**src/rtl/pc_fetch_sequencer.sv**
```systemverilog
// Program counter owner and instruction fetch sequencer: issues req/ack fetches at pc,
// hands fetched words to decode with a valid/stall handshake, and applies redirects.
module pc_fetch_sequencer #(
    parameter int                 WIDTH    = 16,
    parameter logic [WIDTH-1:0]   RESET_PC = 16'h0100,
    parameter int                 INC      = 2
) (
    input  logic             clock,
    input  logic             reset,
    output logic             imem_req,
    output logic [WIDTH-1:0] imem_addr,
    input  logic             imem_ack,
    input  logic [WIDTH-1:0] imem_rdata,
    output logic [WIDTH-1:0] instr,
    output logic             instr_valid,
    input  logic             stall,
    input  logic             redirect,
    input  logic [WIDTH-1:0] redirect_target,
    output logic [WIDTH-1:0] pc
);

    typedef enum logic [1:0] {
        S_RESET = 2'd0,
        S_REQ   = 2'd1,
        S_HOLD  = 2'd2
    } state_t;

    state_t           state_r, state_s;
    logic [WIDTH-1:0] pc_r, pc_s;
    logic [WIDTH-1:0] instr_r, instr_s;
    logic             instr_valid_r, instr_valid_s;
    logic             imem_req_r, imem_req_s;
    logic             redirect_pending_r, redirect_pending_s;
    logic [WIDTH-1:0] pend_target_r, pend_target_s;

    // Next-state and next-output computation for the fetch FSM
    always_comb begin
        state_s            = state_r;
        pc_s               = pc_r;
        instr_s            = instr_r;
        instr_valid_s      = instr_valid_r;
        redirect_pending_s = redirect_pending_r;
        pend_target_s      = pend_target_r;
        case (state_r)
            S_RESET: begin
                instr_valid_s = 1'b0;
                state_s       = S_REQ;
            end
            S_REQ: begin
                // pc is frozen until ack so the address seen by memory never moves
                if (imem_ack) begin
                    if (redirect) begin
                        pc_s               = redirect_target;
                        redirect_pending_s = 1'b0;
                    end else if (redirect_pending_r) begin
                        pc_s               = pend_target_r;
                        redirect_pending_s = 1'b0;
                    end else begin
                        instr_s       = imem_rdata;
                        instr_valid_s = 1'b1;
                        state_s       = S_HOLD;
                    end
                end else if (redirect) begin
                    redirect_pending_s = 1'b1;
                    pend_target_s      = redirect_target;
                end else begin
                    redirect_pending_s = redirect_pending_r;
                end
            end
            S_HOLD: begin
                if (redirect) begin
                    pc_s          = redirect_target;
                    instr_valid_s = 1'b0;
                    state_s       = S_REQ;
                end else if (!stall) begin
                    pc_s          = pc_r + WIDTH'(INC);
                    instr_valid_s = 1'b0;
                    state_s       = S_REQ;
                end else begin
                    instr_valid_s = instr_valid_r;
                end
            end
            default: begin
                instr_valid_s = 1'b0;
                state_s       = S_RESET;
            end
        endcase
        imem_req_s = (state_s == S_REQ);
    end

    // State and output registers with synchronous reset
    always_ff @(posedge clock) begin
        if (reset) begin
            state_r            <= S_RESET;
            pc_r               <= RESET_PC;
            instr_r            <= {WIDTH{1'b0}};
            instr_valid_r      <= 1'b0;
            imem_req_r         <= 1'b0;
            redirect_pending_r <= 1'b0;
            pend_target_r      <= {WIDTH{1'b0}};
        end else begin
            state_r            <= state_s;
            pc_r               <= pc_s;
            instr_r            <= instr_s;
            instr_valid_r      <= instr_valid_s;
            imem_req_r         <= imem_req_s;
            redirect_pending_r <= redirect_pending_s;
            pend_target_r      <= pend_target_s;
        end
    end

    assign imem_req    = imem_req_r;
    assign imem_addr   = pc_r;
    assign pc          = pc_r;
    assign instr       = instr_r;
    assign instr_valid = instr_valid_r;

endmodule

```
**config.mk**
```make
export PLATFORM = sky130hd
export DESIGN_NAME = pc_fetch_sequencer
export DESIGN_NICKNAME = d
export VERILOG_FILES = /design/src/rtl/pc_fetch_sequencer.sv
export SDC_FILE = /design/constraint.sdc
export NUM_CORES = 1
export LEC_CHECK = 0
export BUFFER_PORTS_ARGS = -buffer_cell sky130_fd_sc_hd__buf_4
export CORE_ASPECT_RATIO = 1.75
export CORE_UTILIZATION = 30
export DETAILED_ROUTE_END_ITERATION = 16
export PLACE_DENSITY = 0.61
export SYNTH_ARGS = -nofsm -noshare
export SYNTH_HDL_FRONTEND = slang
export SYNTH_SLANG_ARGS = --single-unit
```
**constraint.sdc**
```tcl
create_clock -name clock -period 3.94 [get_ports clock]
set_input_delay 0.197 -clock clock [delete_from_list [all_inputs] [get_ports clock]]
set_output_delay 0.197 -clock clock [all_outputs]
set_load 0.02 [all_outputs]
```
# Word-level counts from Yosys, hierarchy flattened

Index checks and enable logic that the tools add are counted.

RAM bits: 0
Output and inout port bits: 50
Bits in latches: 0
Bits in read-only memories: 0
Word-level logic and storage cells: 47
Register bits after elaboration: 53
Memories: 0

Div/mod/pow operators: 0
Magnitude comparators: 0
$mul: 0
Multiplexer cells: 20
Reductions and logical operators: 8
Equal/unequal tests: 8
Shift-type cells: 0
Bitwise gates (word level): 3
Add/subtract/negate cells: 1

Operators by type and width:

| kind                                                            | count |
|---|---|
| 16-bit two-way mux                                              | 5 |
| 16-bit case mux with 2 select lines                             | 1 |
| 16-bit by 2-bit adder with 16-bit output, second input constant | 1 |
| 4-bit AND reduction                                             | 3 |
| 2-bit two-way mux                                               | 5 |
| 1-bit two-way mux                                               | 7 |
| 2-bit inequality test, second input constant                    | 3 |
| 3-bit inequality test, second input constant                    | 2 |
| 2-bit case mux with 3 select lines                              | 1 |
| 2-bit by 1-bit == test with 1-bit output, second input constant | 2 |
| 2-bit nonzero test                                              | 2 |
| 1-bit inverter                                                  | 3 |
| 3-bit AND reduction                                             | 1 |
| 2-bit == test, second input constant                            | 1 |
| 2-bit zero test                                                 | 1 |
| 1-bit case mux with 2 select lines                              | 1 |
| 2-bit AND reduction                                             | 1 |

# Depth between registers and ports, before layout

Gate-level depths: netlist of the first run.

Depth in word-level cells: 5
Gate-level depth with buffers: 7

# Least setup slack after synthesis of the first run

No wires, ideal clock.

Kind: register to register
From: register pc_r[1] (netlist: imem_addr[1])
To: register pc_r[15] (netlist: imem_addr[15])
Slack: 2.122 ns
Period minus slack after synthesis: 1.818 ns
Data required time: 3.848 ns
Cell stages (with the launch flop): 6
Path buffers: 0
Arrival: 1.726 ns
Cell sequence: dfxtp_1 -> ha_1 -> nand4_1 -> or4_1 -> o31a_1 -> o32ai_1

Word-level cells in the longest chain between the ends: 4

Ends and longest elaborated chain:

| what                                     | RTL line | RTL |
|---|---|---|
| from (decl)                              | 29       | `logic [WIDTH-1:0] pc_r, pc_s;` |
| from (signal assigned)                   | 103      | `pc_r <= pc_s;` |
| 16-bit by 2-bit adder with 16-bit output | 76       | `pc_s = pc_r + WIDTH'(INC);` |
| 16-bit two-way mux                       | 75       | `end else if (!stall) begin` |
| 16-bit two-way mux                       | 71       | `if (redirect) begin` |
| 16-bit case mux with 2 select lines      | 44       | `case (state_r)` |

No other way between the ends. The select of a mux whose other input is x is not followed.
A chain may end at the register's enable or synchronous reset.

# Worst setup path in the final report of the first run

From: register state_r[1]
To: register pc_r[7] (netlist: imem_addr[7])

Word-level cells in the longest chain between the ends: 3
Elaborated cells between the ends (all ways): 8

Ends and longest elaborated chain:

| what                                                                             | RTL line | RTL |
|---|---|---|
| from (decl)                                                                      | 28       | `state_t state_r, state_s;` |
| from (signal assigned)                                                           | 102      | `state_r <= state_s;` |
| 2-bit by 1-bit == test with 1-bit output / 2-bit == test (equally long branches) | 44       |  |
| 3-bit inequality test (no line), or another cell as far along                    | -        |  |
| 4-bit AND reduction (no line)                                                    | -        |  |

Parallel ways exist; a longest one is shown, timed or not.

==> results.yml, run 1 <==
power:
  swShare_pct: 26.1
  p_leak_nw: 1.31
  power_switching_uw: 320
  clock_power_share_pct: 38.2
  combPwrFrac_pct: 14.6
  powerDensity_mw_per_mm2: 360
  ir_worst_vdd_uv: 237
  p_int_uw: 905
  p_seq_share_pct: 47.2
synthesis:
  syn_area_mm2: 0.00268
  synthFlopType: "dfxtp_1"
  yosys_warnings: 0
  seq_area_frac_synth_pct: 39.6
  synthDistinctLibCells: 49
  avgSynthCellArea_um2: 7.60
  synth_edf_count: 0
  async_flop_share_pct: 0
  netlist_instances: 353
  syn-num-nets: 391
  ys_ff_latch: 53
finish:
  fin_nets: 442
  multi_input_area_mm2: 0.00136
  layout-drive-gt1-share_pct: 24.2
  syn2layout_area_growth_pct: 26.7
  n_fill_cell: 932
  design_area_mm2: 0.00340
  n_antenna_cell: 0
  layout.area.seq_mm2: 0.00106
clock_tree:
  max-clock-path-buffers: 2
  clkSlewWorstSetupHoldPaths_ns: 0.07
  clk_latency_ns: 0.29
  ctsRootBufferMaster: "clkbuf_16"
  postCtsSetupRepairBufs: 0
  numCtsBuffers: 5
  clock-sinks: 53
  cts_resized: 0
  cts_tree: "built"
  h-tree-depth: 2
  ctsHoldBuffers: 0
setup_path:
  crit_path_end_kind: "flop"
  r2r_slack_ns: 1.84
  startpoint_type: "flop"
  rr_endpoint: "imem_addr[7]$_SDFFE_PP0P_"
  path_max_fanout: 15
  required_ns: 4.09
  critPathArrivalTime_ns: 2.26
  critPathLaunch: "state_r[1]$_SDFF_PP0_"
  r2r_cells: 4
  critical_path_class: "flop to flop"
  regToRegStartpoint: "state_r[1]$_SDFF_PP0_"
  cp-endpoint: "imem_addr[7]$_SDFFE_PP0P_"
placement:
  portBuffers: 86
  hpwl_mm: 5.34
  placed_area_mm2: 0.00324
  place.gp.congestion: 0.832
timing:
  grt_setup_unrepaired: "no"
  setup_viol: 0
  clock.fmax_mhz: 475
  hold_violations: 0
  drv_slew: 0
  period_minus_slack_ns: 2.10
  worst_pin_slew_ns: 0.766
  final.setup_skew_ns: 0.00739
  period_share_pct: 53.4
  whs_ns: 0.140
  relSlewSlack_pct: 48.8
  setup-tns-final_ns: 0
detailed_routing:
  drt-total-wl_mm: 7.35
  wl_per_cell_um: 14.1
  drc: 0
  drtAntennaViolNets: 0
  vias_per_cell: 5.01
  drt-initial-drc-count: 148
  via_count: 2613
  drt_pass1_iterations: 4
global_routing:
  grt_max_degree: 55
  grt_pass1_wl_mm: 11.9
  antenna_found_initial: 0
  track_usage_pct: 16.3
  grt_overflow: 0
  grt_pass1_vias: 2495
worst_hold_path:
  min-delay-path-class: "input pin to flop"
floorplanning:
  pin_count: 87
  fp.dieArea_mm2: 0.00933
  start_util_pct: 30.9
  die_w_um: 73.5
  rows: 45
  core_mm2: 0.00867
  die-height_um: 127
status:
  status: "finished, final reports clean"
run:
  maxCapViolCount: 0
-- power groups by stage --
stage / logic, mW / clock network [mW] / registers, mW
global route: 0.197 / 0.503 / 0.582
CTS: 0.181 / 0.486 / 0.578
detailed placement: 0.180 / 0 / 0.591
floorplan: 0.0999 / 0 / 0.600
finish: 0.179 / 0.467 / 0.578
global placement: 0.178 / 0 / 0.590
-- critical path, stage by stage (launching register included) --
cell       delay (ns)
dfxtp_1          0.48
or3b_1           0.40
nand4_1          0.46
o21ai_1          0.13
a2111oi_0        0.49
-- per-layer routing --
metal  vias up  global-route usage, %  share of wire [%]
met1      1207                   17.6                 39
met4         0                   8.37                3.3
met5         -                      0                  0
li1       1315                      -                  -
met2        74                   29.4                 53
met3        17                   3.00                4.4
-- cell type report --
class	count	area share (%)
flip-flops and latches	53	31.2
well taps	117	4.31
clock buffers	7	4.49
repair buffers	86	19.0
multi-input cells	251	40.1
inverters	7	0.773
clock inverters	1	0.147
-- flip-flops by register name, indices dropped and copies added (netlist names) --
| register | flops |
|---|---|
| pend_target_r | 16 |
| instr_valid | 1 |
| imem_req | 1 |
| instr | 16 |
| redirect_pending_r | 1 |
| imem_addr | 16 |
| state_r | 2 |
-- through the flow --
step	utilization (%)	setup WS (ns)	instances	total power [mW]
floorplan	-	2.12	353	0.700
global placement	37.4	1.97	514	0.768
detailed placement	37.4	1.86	514	0.771
CTS	39.2	1.84	522	1.25
global route	39.2	1.60	522	1.28
finish	39.2	1.84	522	1.22
-- synthesized netlist by cell type (2+ instances only) --
| master | n | area, µm² |
|---|---|---|
| nand4_1 | 5 | 31.3 |
| o211ai_1 | 6 | 45.0 |
| a221oi_1 | 3 | 26.3 |
| nor4_1 | 3 | 18.8 |
| and2_1 | 4 | 25.0 |
| nand3b_1 | 3 | 22.5 |
| dfxtp_1 | 53 | 1060 |
| buf_2 | 3 | 15.0 |
| nor3_1 | 4 | 20.0 |
| and3_1 | 4 | 25.0 |
| buf_4 | 17 | 128 |
| o31ai_1 | 2 | 15.0 |
| a21oi_1 | 46 | 230 |
| a22oi_1 | 3 | 22.5 |
| a221o_1 | 2 | 20.0 |
| o21ai_1 | 3 | 15.0 |
| and4_1 | 2 | 17.5 |
| inv_1 | 7 | 26.3 |
| clkbuf_1 | 20 | 75.1 |
| nand2b_1 | 10 | 62.6 |
| mux2i_1 | 2 | 20.0 |
| a211o_1 | 2 | 17.5 |
| nand3_1 | 9 | 45.0 |
| nor2b_1 | 8 | 50.1 |
| nor2_1 | 13 | 48.8 |
| o32ai_1 | 2 | 17.5 |
| nand4b_1 | 2 | 17.5 |
| nand2_1 | 79 | 297 |
| o21ai_0 | 15 | 75.1 |
| mux2_2 | 2 | 22.5 |
-- cells in the final DEF, fill, tap and decap left out, types with 4 or more instances in the layout --
cell type  Yosys  routed
buf_4         17      86
nor2_1        13      13
a21oi_1       46      46
nor3_1         4       4
nor2b_1        8       8
clkbuf_16      0       5
nand2b_1      10      10
and3_1         4       4
dfxtp_1       53      53
o21ai_0       15      15
nand2_1       79      79
nand4_1        5       5
o211ai_1       6       6
and2_1         4       4
nand3_1        9       9
inv_1          7       7
-- how the worst min path moves through the flow --
stage | cells after the start | start | end | slack, ns
after floorplan | 2 | redirect_target[13] | pend_target_r[13]$_SDFFE_PP0P_ | 0.33
after global placement | 2 | imem_ack | redirect_pending_r$_SDFFE_PP0P_ | 0.43
after detailed placement | 2 | pend_target_r[13]$_SDFFE_PP0P_ | pend_target_r[13]$_SDFFE_PP0P_ | 0.44
after CTS | 2 | imem_ack | redirect_pending_r$_SDFFE_PP0P_ | 0.13
after global routing | 2 | imem_ack | redirect_pending_r$_SDFFE_PP0P_ | 0.15
final | 2 | imem_ack | redirect_pending_r$_SDFFE_PP0P_ | 0.14
-- cell families (layout without fill, tap and decap cells) --
| kind of cell | count (synthesis) | after routing | share of synthesized area, % |
|---|---|---|---|
| buffers and inverters | 49 | 101 | 9.66 |
| DFF | 53 | 53 | 39.6 |
| AOI/OAI and AO/OA | 92 | 92 | 20.6 |
| adders and majority gates | 1 | 1 | 0.467 |
| and+or+nand+nor | 154 | 154 | 28.1 |
| muxes | 4 | 4 | 1.59 |
No activity file was read; power rests on OpenSTA's default activity.
==> inputs of run 2 (changes only) <==
==> constraint.sdc (replaced) <==
create_clock -name clock -period 2.1 [get_ports clock]
set_input_delay 0.105 -clock clock [delete_from_list [all_inputs] [get_ports clock]]
set_output_delay 0.105 -clock clock [all_outputs]
set_load 0.02 [all_outputs]
==> run 2 against run 1 <==
- clock power increased by 91%
- combinational power is 100% higher
- global-route usage grew 0.61 points
- critical path type unchanged
- critical endpoint is now imem_addr[15]$_SDFFE_PP0P_
==> results.yml, run 2 (synthesized netlist as in run 1, its figures left out) <==
global_routing:
  grt_pass1_vias: 2550
  track_usage_pct: 16.9
  grt_overflow: 0
  antenna_found_initial: 0
  grt_pass1_wl_mm: 12.2
  grt_max_degree: 55
placement:
  place.gp.congestion: 0.844
  place_ws_ns: 0.208
  placed_cells: 528
  portBuffers: 86
  hpwl_mm: 5.64
  placed_area_mm2: 0.00335
power:
  ir_worst_vdd_uv: 469
  p_total_mw: 2.34
  p_leak_nw: 1.39
  powerDensity_mw_per_mm2: 664
timing:
  clock.fmax_mhz: 530
  grt_setup_unrepaired: "no"
  period_share_pct: 89.9
  setup_viol: 0
  fin_ws_ns: 0.212
  whs_ns: 0.0397
  final.setup_skew_ns: 0.00496
  relSlewSlack_pct: 61.3
  hold_violations: 0
  worst_pin_slew_ns: 0.581
  setup-tns-final_ns: 0
  period_minus_slack_ns: 1.89
  drv_slew: 0
finish:
  post-route-util_pct: 40.6
  design_area_mm2: 0.00352
  n_antenna_cell: 0
  mostFrequentLayoutCell: "buf_4"
  n_fill_cell: 920
  layout_common_cells: "buf_4 (102), nand2_1 (79), dfxtp_1 (52)"
  fin_nets: 458
  final_cells: 538
  syn2layout_area_growth_pct: 31.4
  layout-drive-gt1-share_pct: 27.6
status:
  status: "finished, final reports clean"
clock_tree:
  ctsRootBufferMaster: "clkbuf_16"
  cts_tree: "built"
  numCtsBuffers: 5
  max-clock-path-buffers: 2
  h-tree-depth: 2
  clock-sinks: 53
  clk_latency_ns: 0.30
  clkSlewWorstSetupHoldPaths_ns: 0.07
setup_path:
  startpoint_type: "flop"
  critPathArrivalTime_ns: 2.09
  crit_path_end_kind: "flop"
  required_ns: 2.30
  critical_path_class: "flop to flop"
  path_max_fanout: 8
  r2r_cells: 5
detailed_routing:
  drtAntennaViolNets: 0
  drc: 0
  vias_per_cell: 5.01
  wl_per_cell_um: 14.3
  via_count: 2697
  drt-initial-drc-count: 194
  drt_pass1_iterations: 4
  drt-total-wl_mm: 7.69
floorplanning:
  pin_count: 87
  fp.dieArea_mm2: 0.00933
  core_mm2: 0.00867
  rows: 45
  die_w_um: 73.5
  die-height_um: 127
  start_util_pct: 30.9
worst_hold_path:
  min-delay-path-class: "input pin to flop"
  whs_path_depth: 2
run:
  maxCapViolCount: 0
run 2: cell count changes in the layout (fill, tap and decap cells not counted):
cell	change
buf_4	+16
dfxtp_1	-1
dfxtp_2	+1
ha_1	-1
ha_2	+1
run 2: worst paths after layout:
| check | to | slack, ns | startpoint |
|---|---|---|---|
| min reg2reg | pend_target_r[13]$_SDFFE_PP0P_ | 0.45 | pend_target_r[13]$_SDFFE_PP0P_ |
| max | imem_addr[15]$_SDFFE_PP0P_ | 0.21 | imem_addr[1]$_SDFFE_PP0P_ |
| min | redirect_pending_r$_SDFFE_PP0P_ | 0.04 | imem_ack |
| max reg2reg | imem_addr[15]$_SDFFE_PP0P_ | 0.21 | imem_addr[1]$_SDFFE_PP0P_ |
run 2: layer usage:
layer | track usage (%) | vias up | part of all wire (%)
met2 | 31.5 | 95 | 55
met1 | 17.1 | 1242 | 37
li1 | - | 1344 | -
met5 | 0 | - | 0
met4 | 8.82 | 0 | 3.1
met3 | 3.39 | 16 | 4.9
run 2: worst max-delay path, stage by stage, from the launching register on:
cell	delay (ns)
dfxtp_1	0.45
ha_2	0.28
nand4_1	0.19
or4_1	0.47
o31a_1	0.26
o32ai_1	0.13
run 2: timing repair:
action,CTS,global route
setup buffers,0,2
resized for setup,0,2
hold buffers,0,0
setup endpoints to repair,0,2
run 2: final cells by class:
cell class / count / area [µm²] / share of cell area (%)
Clock buffer: 7 / 153 / 4.33
Clock inverter: 1 / 5.00 / 0.142
Inverter: 7 / 26.3 / 0.746
Multi-Input combinational cell: 251 / 1360 / 38.7
Timing Repair Buffer: 102 / 766 / 21.7
Tap cell: 117 / 146 / 4.16
Sequential cell: 53 / 1060 / 30.2
run 2: where the power goes:
group	total, mW	internal, mW	switching, mW
Combinational	0.362	0.166	0.196
Clock	0.892	0.506	0.386
Sequential	1.08	1.04	0.0382
